[src/rtl/mem_dump_pkg.sv]
// Shared types and constants for the memory-dump UART.
// Optional feature macro: MEM_DUMP_CHECKSUM_EN (appends an XOR checksum frame).
package mem_dump_pkg;

  localparam int FRAME_BITS     = 10;  // start + 8 data + stop
  localparam int BYTES_PER_WORD = 4;

  typedef enum logic [2:0] {
    S_IDLE,
    S_FETCH,
    S_WAIT,
    S_SEND,
    S_NEXT,
    S_CHK,
    S_DONE
  } state_t;

  // XOR of the four bytes of a word; equals the XOR of the bytes as they go out.
  function automatic logic [7:0] xor_bytes(input logic [31:0] w);
    return w[7:0] ^ w[15:8] ^ w[23:16] ^ w[31:24];
  endfunction

endpackage

[src/rtl/mem_dump_uart_if.sv]
// Control and secondary-read-port bundle of the memory-dump UART.
// Handshake: start is a one-cycle request accepted only while busy is low;
// busy rises the cycle after an accepted start and falls in the cycle done
// pulses; base_addr/word_count are sampled only on the accepted start.
// The memory side has no handshake: DataRd_2 is valid a fixed READ_LATENCY
// cycles after address_2 is stable.
interface mem_dump_uart_if;
  logic        start;
  logic [31:0] base_addr;
  logic [11:0] word_count;
  logic        busy;
  logic        done;
  logic [31:0] address_2;
  logic [31:0] DataRd_2;

  // master: the requester plus the memory model
  modport master (
    output start, base_addr, word_count, DataRd_2,
    input  busy, done, address_2
  );

  // slave: the dump engine
  modport slave (
    input  start, base_addr, word_count, DataRd_2,
    output busy, done, address_2
  );
endinterface

[src/rtl/mem_dump_uart_tx_byte.sv]
// 8N1 byte transmitter: shift register, baud counter and bit counter.
// ready is high when idle and also during the final cycle of the stop bit,
// so a load in that cycle starts the next frame back to back.
module uart_tx_byte
  import mem_dump_pkg::*;
#(
  parameter int CLKS_PER_BIT = 16
) (
  input  logic       clk,
  input  logic       rst_n,
  input  logic       load,
  input  logic [7:0] byte_in,
  output logic       tx,
  output logic       ready
);

  localparam int CW = (CLKS_PER_BIT > 2) ? $clog2(CLKS_PER_BIT) : 1;

  logic [FRAME_BITS-1:0] shift_q, shift_d;
  logic [CW-1:0]         baud_q, baud_d;
  logic [3:0]            bit_q, bit_d;
  logic                  active_q, active_d;
  logic                  bit_end;
  logic                  last_bit;

  assign bit_end  = (baud_q == CW'(CLKS_PER_BIT - 1));
  assign last_bit = (bit_q == 4'(FRAME_BITS - 1));
  assign ready    = !active_q || (bit_end && last_bit);
  // Idle shift contents are all ones, so the line sits high without a mux.
  assign tx       = shift_q[0];

  // Next-state: load a frame, or advance baud/bit counters while active.
  always_comb begin
    shift_d  = shift_q;
    baud_d   = baud_q;
    bit_d    = bit_q;
    active_d = active_q;
    if (load && ready) begin
      shift_d  = {1'b1, byte_in, 1'b0};
      baud_d   = '0;
      bit_d    = '0;
      active_d = 1'b1;
    end else if (active_q) begin
      if (bit_end) begin
        baud_d  = '0;
        shift_d = {1'b1, shift_q[FRAME_BITS-1:1]};
        bit_d   = bit_q + 4'd1;
        if (last_bit) active_d = 1'b0;
      end else begin
        baud_d = baud_q + CW'(1);
      end
    end
  end

  // State registers; reset forces the line high at once.
  always_ff @(posedge clk or negedge rst_n) begin
    if (!rst_n) begin
      shift_q  <= '1;
      baud_q   <= '0;
      bit_q    <= '0;
      active_q <= 1'b0;
    end else begin
      shift_q  <= shift_d;
      baud_q   <= baud_d;
      bit_q    <= bit_d;
      active_q <= active_d;
    end
  end

endmodule

[src/rtl/mem_dump_uart.sv]
// Dumps word_count words from the secondary read port over a UART, LSB first.
// Optional: define MEM_DUMP_CHECKSUM_EN to append an XOR-of-all-bytes frame.
module mem_dump_uart
  import mem_dump_pkg::*;
#(
  parameter int CLK_FREQ     = 50_000_000,
  parameter int BAUD         = 115200,
  parameter int READ_LATENCY = 1
) (
  input  logic                  clk,
  input  logic                  rst_n,
  mem_dump_uart_if.slave        bus,
  output logic                  tx,
  output state_t                dbg_state
);

  localparam int CLKS_PER_BIT = CLK_FREQ / BAUD;
  localparam logic [1:0] WAIT_LAST =
    (READ_LATENCY > 0) ? 2'(READ_LATENCY - 1) : 2'd0;

  state_t      state_q, state_d;
  logic [31:0] addr_q, addr_d;
  logic [11:0] remain_q, remain_d;
  logic [31:0] word_q, word_d;
  logic [1:0]  byte_idx_q, byte_idx_d;
  logic [1:0]  wait_q, wait_d;
  logic        capture;
  logic        tx_load;
  logic [7:0]  tx_byte;
  logic        tx_ready;
`ifdef MEM_DUMP_CHECKSUM_EN
  logic [7:0]  chk_q, chk_d;
  logic        chk_sent_q, chk_sent_d;
`endif

  uart_tx_byte #(.CLKS_PER_BIT(CLKS_PER_BIT)) u_tx (
    .clk     (clk),
    .rst_n   (rst_n),
    .load    (tx_load),
    .byte_in (tx_byte),
    .tx      (tx),
    .ready   (tx_ready)
  );

  assign bus.address_2 = addr_q;
  assign bus.busy      = (state_q != S_IDLE) && (state_q != S_DONE);
  assign bus.done      = (state_q == S_DONE);
  assign dbg_state     = state_q;

  // FSM next-state, address/word counters and transmitter feed.
  always_comb begin
    state_d    = state_q;
    addr_d     = addr_q;
    remain_d   = remain_q;
    word_d     = word_q;
    byte_idx_d = byte_idx_q;
    wait_d     = wait_q;
    capture    = 1'b0;
    tx_load    = 1'b0;
    tx_byte    = word_q[7:0];
`ifdef MEM_DUMP_CHECKSUM_EN
    chk_d      = chk_q;
    chk_sent_d = chk_sent_q;
`endif
    case (state_q)
      S_IDLE: begin
        if (bus.start) begin
          addr_d     = bus.base_addr & 32'hFFFF_FFFC;
          remain_d   = bus.word_count;
          byte_idx_d = '0;
`ifdef MEM_DUMP_CHECKSUM_EN
          chk_d      = '0;
          chk_sent_d = 1'b0;
`endif
          state_d    = (bus.word_count == 12'd0) ? S_DONE : S_FETCH;
        end
      end
      S_FETCH: begin
        wait_d = '0;
        if (READ_LATENCY == 0) capture = 1'b1;
        else                   state_d = S_WAIT;
      end
      S_WAIT: begin
        if (wait_q == WAIT_LAST) capture = 1'b1;
        else                     wait_d  = wait_q + 2'd1;
      end
      S_SEND: begin
        // byte_idx_q names the byte currently in the transmitter.
        if (tx_ready) begin
          if (byte_idx_q == 2'(BYTES_PER_WORD - 1)) begin
            state_d = S_NEXT;
          end else begin
            tx_load    = 1'b1;
            tx_byte    = word_q[7:0];
            word_d     = word_q >> 8;
            byte_idx_d = byte_idx_q + 2'd1;
          end
        end
      end
      S_NEXT: begin
        remain_d = remain_q - 12'd1;
        if (remain_q != 12'd1) begin
          // Address only moves when another fetch follows, so it holds afterwards.
          addr_d  = addr_q + 32'd4;
          state_d = S_FETCH;
        end else begin
`ifdef MEM_DUMP_CHECKSUM_EN
          state_d = S_CHK;
`else
          state_d = S_DONE;
`endif
        end
      end
`ifdef MEM_DUMP_CHECKSUM_EN
      S_CHK: begin
        if (!chk_sent_q) begin
          tx_load    = 1'b1;
          tx_byte    = chk_q;
          chk_sent_d = 1'b1;
        end else if (tx_ready) begin
          state_d = S_DONE;
        end
      end
`endif
      S_DONE:  state_d = S_IDLE;
      default: state_d = S_IDLE;
    endcase

    // Read data is valid: start byte 0 immediately and keep the rest.
    if (capture) begin
      tx_load    = 1'b1;
      tx_byte    = bus.DataRd_2[7:0];
      word_d     = bus.DataRd_2 >> 8;
      byte_idx_d = '0;
`ifdef MEM_DUMP_CHECKSUM_EN
      chk_d      = chk_q ^ xor_bytes(bus.DataRd_2);
`endif
      state_d    = S_SEND;
    end
  end

  // State and datapath registers.
  always_ff @(posedge clk or negedge rst_n) begin
    if (!rst_n) begin
      state_q    <= S_IDLE;
      addr_q     <= '0;
      remain_q   <= '0;
      word_q     <= '0;
      byte_idx_q <= '0;
      wait_q     <= '0;
`ifdef MEM_DUMP_CHECKSUM_EN
      chk_q      <= '0;
      chk_sent_q <= 1'b0;
`endif
    end else begin
      state_q    <= state_d;
      addr_q     <= addr_d;
      remain_q   <= remain_d;
      word_q     <= word_d;
      byte_idx_q <= byte_idx_d;
      wait_q     <= wait_d;
`ifdef MEM_DUMP_CHECKSUM_EN
      chk_q      <= chk_d;
      chk_sent_q <= chk_sent_d;
`endif
    end
  end

endmodule

[src/flat_wrapper.sv]
// flat-port wrapper written by rule: the top's interface ports become plain ports
module mem_dump_uart_flat import mem_dump_pkg::*;
#(
  parameter int CLK_FREQ     = 50_000_000,
  parameter int BAUD         = 115200,
  parameter int READ_LATENCY = 1
)
  (clk, rst_n, tx, dbg_state, bus_start, bus_base_addr, bus_word_count, bus_DataRd_2, bus_busy, bus_done, bus_address_2);
  mem_dump_uart_if bus_i ();
  input  logic clk;
  input  logic rst_n;
  output logic tx;
  output state_t dbg_state;
  input wire logic [$bits(bus_i.start)-1:0] bus_start;
  input wire logic [$bits(bus_i.base_addr)-1:0] bus_base_addr;
  input wire logic [$bits(bus_i.word_count)-1:0] bus_word_count;
  input wire logic [$bits(bus_i.DataRd_2)-1:0] bus_DataRd_2;
  output wire logic [$bits(bus_i.busy)-1:0] bus_busy;
  output wire logic [$bits(bus_i.done)-1:0] bus_done;
  output wire logic [$bits(bus_i.address_2)-1:0] bus_address_2;
  assign bus_i.start = bus_start;
  assign bus_i.base_addr = bus_base_addr;
  assign bus_i.word_count = bus_word_count;
  assign bus_i.DataRd_2 = bus_DataRd_2;
  assign bus_busy = bus_i.busy;
  assign bus_done = bus_i.done;
  assign bus_address_2 = bus_i.address_2;
  mem_dump_uart #(.CLK_FREQ(CLK_FREQ), .BAUD(BAUD), .READ_LATENCY(READ_LATENCY)) u_core (.clk(clk), .rst_n(rst_n), .bus(bus_i), .tx(tx), .dbg_state(dbg_state));
endmodule
[config.mk]
export PLATFORM = sky130hd
export DESIGN_NAME = mem_dump_uart_flat
export DESIGN_NICKNAME = d
export VERILOG_FILES = /design/src/rtl/mem_dump_pkg.sv /design/src/rtl/mem_dump_uart_if.sv /design/src/rtl/mem_dump_uart_tx_byte.sv /design/src/rtl/mem_dump_uart.sv /design/src/flat_wrapper.sv
export SDC_FILE = /design/constraint.sdc
export NUM_CORES = 1
export LEC_CHECK = 0
export ABC_CLOCK_PERIOD_IN_PS = 2560
export CORE_UTILIZATION = 25
export DETAILED_ROUTE_END_ITERATION = 7
export PLACE_DENSITY = 0.56
export SYNTH_ARGS = -nofsm -noshare
export SYNTH_HDL_FRONTEND = slang
export SYNTH_SLANG_ARGS = --single-unit
[constraint.sdc]
create_clock -name clk -period 2.56 [get_ports clk]
set_clock_uncertainty 0.1 [all_clocks]
set_input_delay 0.512 -clock clk [delete_from_list [all_inputs] [get_ports clk]]
set_output_delay 0.512 -clock clk [all_outputs]
set_load 0.02 [all_outputs]
; ---- After elaboration in Yosys (flattened, before gate mapping)
; Cells that the tools add are included.
; W data, S select, Z words.
[totals]
wordCells = 101
output_inout_bits = 38
ff_bits = 107
inputBits = 79
[op_classes]
n_reduce_logical = 23
muxes = 43
n_eq_ne = 19
n_addsub = 6
[op_table]
columns = cell, count
row1 = $mux W32, 6
row2 = $pmux W32 S2, 1
row3 = $add A32 B3 Y32 const B, 1
row4 = $mux W10, 3
row5 = $mux W9, 3
row6 = $pmux W12 S2, 1
row7 = $mux W3, 6
row8 = $pmux W3 S5, 1
row9 = $logic_not A12 Y1, 1
row10 = $mux W12, 1
row11 = $mux W4, 3
row12 = $ne A12 B1 Y1 const B, 1
row13 = $reduce_bool A2 Y1, 6
row14 = $sub A12 B1 Y12 const B, 1
row15 = $mux W1, 10
row16 = $mux W2, 5
row17 = $add A9 B1 Y9 const B, 1
row18 = $eq A9 B9 Y1 const B, 1
row19 = $ne A3 B2 Y1 const B, 3
row20 = $mux W8, 1
row21 = $pmux W2 S2, 2
row22 = $reduce_and A4 Y1, 2
row23 = $eq A3 B2 Y1 const B, 2
row24 = $eq A3 B3 Y1 const B, 2
row25 = other kinds (17), 27

; ---- Depth between registers and ports, before layout
[logic_depth]
word_depth = 9
mapped_depth = 9
ltp_nobuf = 7

; ---- Hierarchy
; From an unflattened synthesis, not the netlist that was laid out.
[unflattened]
cells_unflattened = 626
area_unflattened_um2 = 5626.6
[modules_own_cells]
columns = mod, seq_area_each_um2, cells_per_inst, instances, area_per_inst_um2
row1 = mem_dump_uart, 1826.8, 517, 1, 4391.7
row2 = uart_tx_byte, 586.8, 109, 1, 1234.9

; ---- Least setup slack after synthesis
; OpenSTA, ideal clock, no wires.
[synth_path]
path_kind = reg-to-reg
from = reg u_core.u_tx.baud_q[3]
to = reg u_core.word_q[0]
t_arrival_ps = 2069
period_less_slack_ps = 2300
required_ps = 2329
path_buffers = 1
path_stages_with_launch = 7
path_slack_ps = 260
setup_ps = 131
path_cell_list = dfrtp_1 or4b_4 o41ai_4 nand3_4 buf_6 mux2i_1 o21ai_1
[synth_between]
elab_chain_len = 5
[synth_rtl]
columns = element, line
row1 = start: declaration, mem_dump_uart_tx_byte.sv:20  ; logic [CW-1:0] baud_q, baud_d;
row2 = start signal: assignment, mem_dump_uart_tx_byte.sv:64  ; baud_q <= baud_d;
row3 = $eq A9 B9 Y1, mem_dump_uart_tx_byte.sv:26  ; assign bit_end = (baud_q == CW'(CLKS_PER_BIT - 1));
row4 = $logic_and A1 B1 Y1, mem_dump_uart_tx_byte.sv:28  ; assign ready = !active_q || (bit_end && last_bit);
row5 = $logic_or A1 B1 Y1, mem_dump_uart_tx_byte.sv:28
row6 = $reduce_bool A2 Y1 (no source line), n/a
row7 = $reduce_and A3 Y1 (no source line), n/a
row8 = end signal: assignment, mem_dump_uart.sv:159  ; word_q <= word_d;
row9 = end: declaration, mem_dump_uart.sv:24  ; logic [31:0] word_q, word_d;
; No other way between the ends.
; A chain may end at the register's enable or synchronous reset.

; ---- Final worst setup path
[layout_path]
from = reg u_core.state_q[1], in the netlist u_core.dbg_state[1]
to = out bus_done
[layout_between]
elab_chain_len = 1
[layout_rtl]
columns = element, line
row1 = start: declaration, mem_dump_uart.sv:21  ; state_t state_q, state_d;
row2 = start signal: assignment, mem_dump_uart.sv:156  ; state_q <= state_d;
row3 = $eq A3 B3 Y1, mem_dump_uart.sv:47  ; assign bus.done = (state_q == S_DONE);
row4 = end: declaration, flat_wrapper.sv:19  ; output wire logic [$bits(bus_i.done)-1:0] bus_done;
; No other way between the ends.

==> Implementation_results.wiki <==
{| class="wikitable"
! Metric !! Value
|-
| RSZ-0062 raised after global routing || no
|-
| Number of CTS-inserted buffers || 9
|-
| Post-Synthesis Mean Instance Area || 8.93 µm²
|-
| Setup-failing EPs final || 0
|-
| Clk pin slew, worst setup/hold paths || 0.07 ns
|-
| Power Dens Cells || 602 mW/mm²
|-
| Max Cap Violations || 0
|-
| Minimum period implied by the final worst setup slack || 2.41 ns
|-
| Antenna viol nets, final || 0
|-
| Via count of the routed design || 5040
|-
| Number of instances in the synthesized netlist || 622
|-
| Maximum ir drop on the vdd rail || 0.269 mV
|-
| Per-cell routed wire length || 15.7 µm
|-
| Tightest slew margin relative to the limit || 59.8%
|-
| Number of DRC markers after the initial detailed-route iteration || 223
|-
| Post-synth ARST share || 100%
|-
| Adder-cell share of the synthesized area || 2.03%
|-
| Starting Density || 25.4%
|-
| Height of the chip || 151 µm
|-
| Type of element launching the critical path || flip-flop
|-
| Area growth from synthesis to final layout || 33.3%
|-
| Slew of the pin with the lowest slew margin || 0.597 ns
|-
| Number of sinks on the clock net || 96
|-
| Average vias per placed instance || 4.95
|-
| Crit path max-delay family || buffers and inverters
|-
| Count of buffering cells on the critical path with inverters included || 2
|-
| Final Util || 33.9%
|-
| Mux cell area share after synthesis || 7.57%
|-
| HP Start || u_core.u_tx.shift_q[3]
|-
| Violations in the final reports || DRC
|-
| Post-route total power || 4.46 mW
|-
| Horizontal die dimension || 151 µm
|-
| TritonCTS clock tree || done
|-
| Fin Setup TNS || 0 ns
|-
| Number of H-tree branching levels || 3
|-
| Number of enable flip-flop cells after synthesis || 0
|-
| Startpoint of the worst setup timing path || u_core.dbg_state[1]
|-
| Delay of the slowest cell on the worst path || 0.65 ns
|-
| Cell depth of the worst min-delay path || 2
|-
| #FFs+latches synth || 96
|-
| Worst Path Class, Setup || flip-flop to output pin
|-
| Outcome || complete, but fails checks
|-
| First-pass DRT Iterations || 6
|-
| Static leakage power || 3.01 nW
|-
| Worst reg2reg path startpoint || u_core.u_tx.baud_q[3]
|-
| Worst reg2reg path endpoint || u_core.u_tx.shift_q[1]
|-
| Type of destination of the critical path || output pin
|-
| Total wirelength of the detailed-routed design || 16.0 mm
|-
| Dominant combinational cell family by area after synthesis || compound AO/OA/AOI/OAI gates
|-
| Post-synth top flop || sky130_fd_sc_hd__dfrtp_1
|-
| Number of antenna violations at the first check in global routing || 1
|-
| Pins Over Slew Limit || 0
|-
| Cells along the critical path || inv_1 -> nor3_2 -> clkdlybuf4s50_1
|-
| CTS root buf || sky130_fd_sc_hd__clkbuf_16
|-
| Count of endpoints failing hold in the final timing report || 0
|-
| Core area || 0.0218 mm²
|-
| Synthesized-area fraction occupied by and/or/nand/nor cells || 20.3%
|-
| Global router's overall resource usage || 14.8%
|-
| Antenna fix cells || 0
|-
| DRC || 1
|-
| First-pass GRT wire length || 26.1 mm
|-
| Die area || 0.0228 mm²
|-
| Logic depth of the worst register-to-register path || 5
|-
| Total global routing overflow || 0
|-
| Latest clock arrival within the worst-skew pair || 0.36 ns
|-
| Register-to-Register Setup Slack || 0.24 ns
|-
| Share of synthesized area occupied by flip-flops and latches || 43.5%
|-
| Number of port buffers || 112
|-
| Highest fanout seen on the critical path || 7
|-
| Number of global-route vias before repair || 4958
|-
| Min-Delay Path Class || flip-flop to flip-flop
|-
| Req. time, crit path || 1.95 ns
|-
| Maximum operating frequency || 415 MHz
|-
| HPWL Detailed || 11.5 mm
|-
| I/O pins || 117
|-
| Compound-gate portion of the synthesized area || 20.8%
|-
| Endpoint of the worst hold-timing path || u_core.u_tx.shift_q[3]
|-
| Crit path max-delay cell type || sky130_fd_sc_hd__clkdlybuf4s50_1
|-
| Maximum number of pins on one net before global-route repair || 50
|-
| Buffer depth of the longest clock path || 2
|-
| Netlist cell types || 60
|-
| Number of placement rows || 54
|-
| Arrival time of the worst setup path || 1.80 ns
|-
| Post-synthesis cell area || 0.00555 mm²
|-
| Gpl congestion || 0.809
|-
| Number of nets in the layout || 822
|-
| Part of the cycle the worst path needs || 94.1%
|-
| Synthesis warning total || 0
|-
| Fraction of final layout cells sized beyond drive strength 1 || 10.7%
|-
| Xor/xnor share of the synthesized area || 0.473%
|}
metrics by stage:
step           hold slack (ns)  cells  setup WS [ns]  instance area (µm²)
2_1_floorplan            0.116    623          0.260                 5560
3_3_place_gp             0.355   1002          0.175                 7080
3_5_place_dp             0.355   1002          0.160                 7080
4_1_cts                  0.367   1019        0.00271                 7390
5_1_grt                  0.388   1019         0.0365                 7400
6_report                 0.364   1019          0.151                 7400
logic make-up after synthesis:
kind of cell             after synthesis
adder cells (fa/ha/maj)                9
AND/OR/NAND/NOR                      228
AO/OA/AOI/OAI                        189
flip-flops                            96
XOR/XNOR                               3
other                                  1
buffers and inverters                 55
multiplexers                          41
sequential cells by signal, indices dropped and copies added, names as in the netlist:
signal / count
u_core.bus.address_2: 30
u_core.wait_q: 2
u_core.remain_q: 12
u_core.u_tx.shift_q: 9
u_core.u_tx.bit_q: 4
u_core.byte_idx_q: 2
u_core.u_tx.baud_q: 9
u_core.u_tx.active_q: 1
u_core.word_q: 24
u_core.dbg_state: 3
power by group:
part / switching [mW] / internal, mW
logic: 0.433 / 0.511
registers: 0.283 / 1.87
clock network: 0.656 / 0.710
cells in the final DEF, fill, tap and decap left out, types with 10 or more instances in the layout:
cell type	count
sky130_fd_sc_hd__a21oi_1	41
sky130_fd_sc_hd__a2bb2oi_1	14
sky130_fd_sc_hd__and3_1	11
sky130_fd_sc_hd__buf_4	25
sky130_fd_sc_hd__clkdlybuf4s50_1	110
sky130_fd_sc_hd__dfrtp_1	86
sky130_fd_sc_hd__inv_1	13
sky130_fd_sc_hd__mux2i_1	33
sky130_fd_sc_hd__nand2_1	87
sky130_fd_sc_hd__nand3_1	22
sky130_fd_sc_hd__nand4_1	11
sky130_fd_sc_hd__nor2_1	37
sky130_fd_sc_hd__nor3_1	13
sky130_fd_sc_hd__nor4_1	10
sky130_fd_sc_hd__o21ai_0	57
sky130_fd_sc_hd__o21ai_1	19
sky130_fd_sc_hd__o22ai_1	23
worst min-delay path: stages, from the launching register on:
cell                      delay, ns
sky130_fd_sc_hd__dfstp_2       0.37
sky130_fd_sc_hd__nand2_1       0.04
sky130_fd_sc_hd__o21ai_1       0.05
area by class of cell:
cell class,count,area (µm²)
clock buffer,10,239
clock inverter,6,62.6
fill,2269,14400
inverter,13,48.8
multi-input combinational,472,2870
sequential,96,2410
tap,280,350
timing repair buffer,142,1410
how the worst max path moves through the flow:
stage,endpoint,cells after the start
2_1_floorplan,u_core.word_q[0],6
3_3_place_gp,u_core.u_tx.shift_q[3],5
5_1_grt,u_core.u_tx.shift_q[7],5
4_1_cts,bus_busy,4
3_5_place_dp,u_core.u_tx.shift_q[1],5
6_report,bus_done,3
synthesized netlist by cell type (4+ instances only):
cell	count	area, µm²
sky130_fd_sc_hd__a31oi_1	5	31.3
sky130_fd_sc_hd__nand3_1	22	110
sky130_fd_sc_hd__inv_1	13	48.8
sky130_fd_sc_hd__dfstp_2	9	236
sky130_fd_sc_hd__o22a_1	5	43.8
sky130_fd_sc_hd__mux2i_1	33	330
sky130_fd_sc_hd__and4_1	5	43.8
sky130_fd_sc_hd__nand2b_1	6	37.5
sky130_fd_sc_hd__clkbuf_8	4	55.1
sky130_fd_sc_hd__clkbuf_1	28	105
sky130_fd_sc_hd__nor4_1	10	62.6
sky130_fd_sc_hd__buf_6	4	45.0
sky130_fd_sc_hd__o22ai_1	23	144
sky130_fd_sc_hd__dfrtp_1	87	2180
sky130_fd_sc_hd__ha_1	9	113
sky130_fd_sc_hd__nor2_1	39	146
sky130_fd_sc_hd__or3_1	4	25.0
sky130_fd_sc_hd__a21oi_1	42	210
sky130_fd_sc_hd__mux2_2	8	90.1
sky130_fd_sc_hd__nor3_1	14	70.1
sky130_fd_sc_hd__nor3b_1	4	30.0
sky130_fd_sc_hd__a2bb2oi_1	14	123
sky130_fd_sc_hd__o21ai_1	19	95.1
sky130_fd_sc_hd__o21ai_0	57	285
sky130_fd_sc_hd__and3_1	11	68.8
sky130_fd_sc_hd__nand4_1	11	68.8
sky130_fd_sc_hd__nand2_1	87	327
layer usage:
layer	vias to the layer above	wire (µm)	global-route usage (%)
met3	16	1060	4.49
met4	2	190	4.00
met2	125	7300	23.6
li1	2501	-	-
met1	2396	7390	19.3
met5	-	12	0
repair_timing:
| action | CTS | global route |
|---|---|---|
| endpoints found under the hold margin | 16 | 0 |
| setup buffers | 0 | 0 |
| hold buffers | 1 | 0 |
| endpoints found under the setup margin | 2 | 9 |
| resized for setup | 1 | 3 |
No activity file was read; power rests on OpenSTA's default activity.
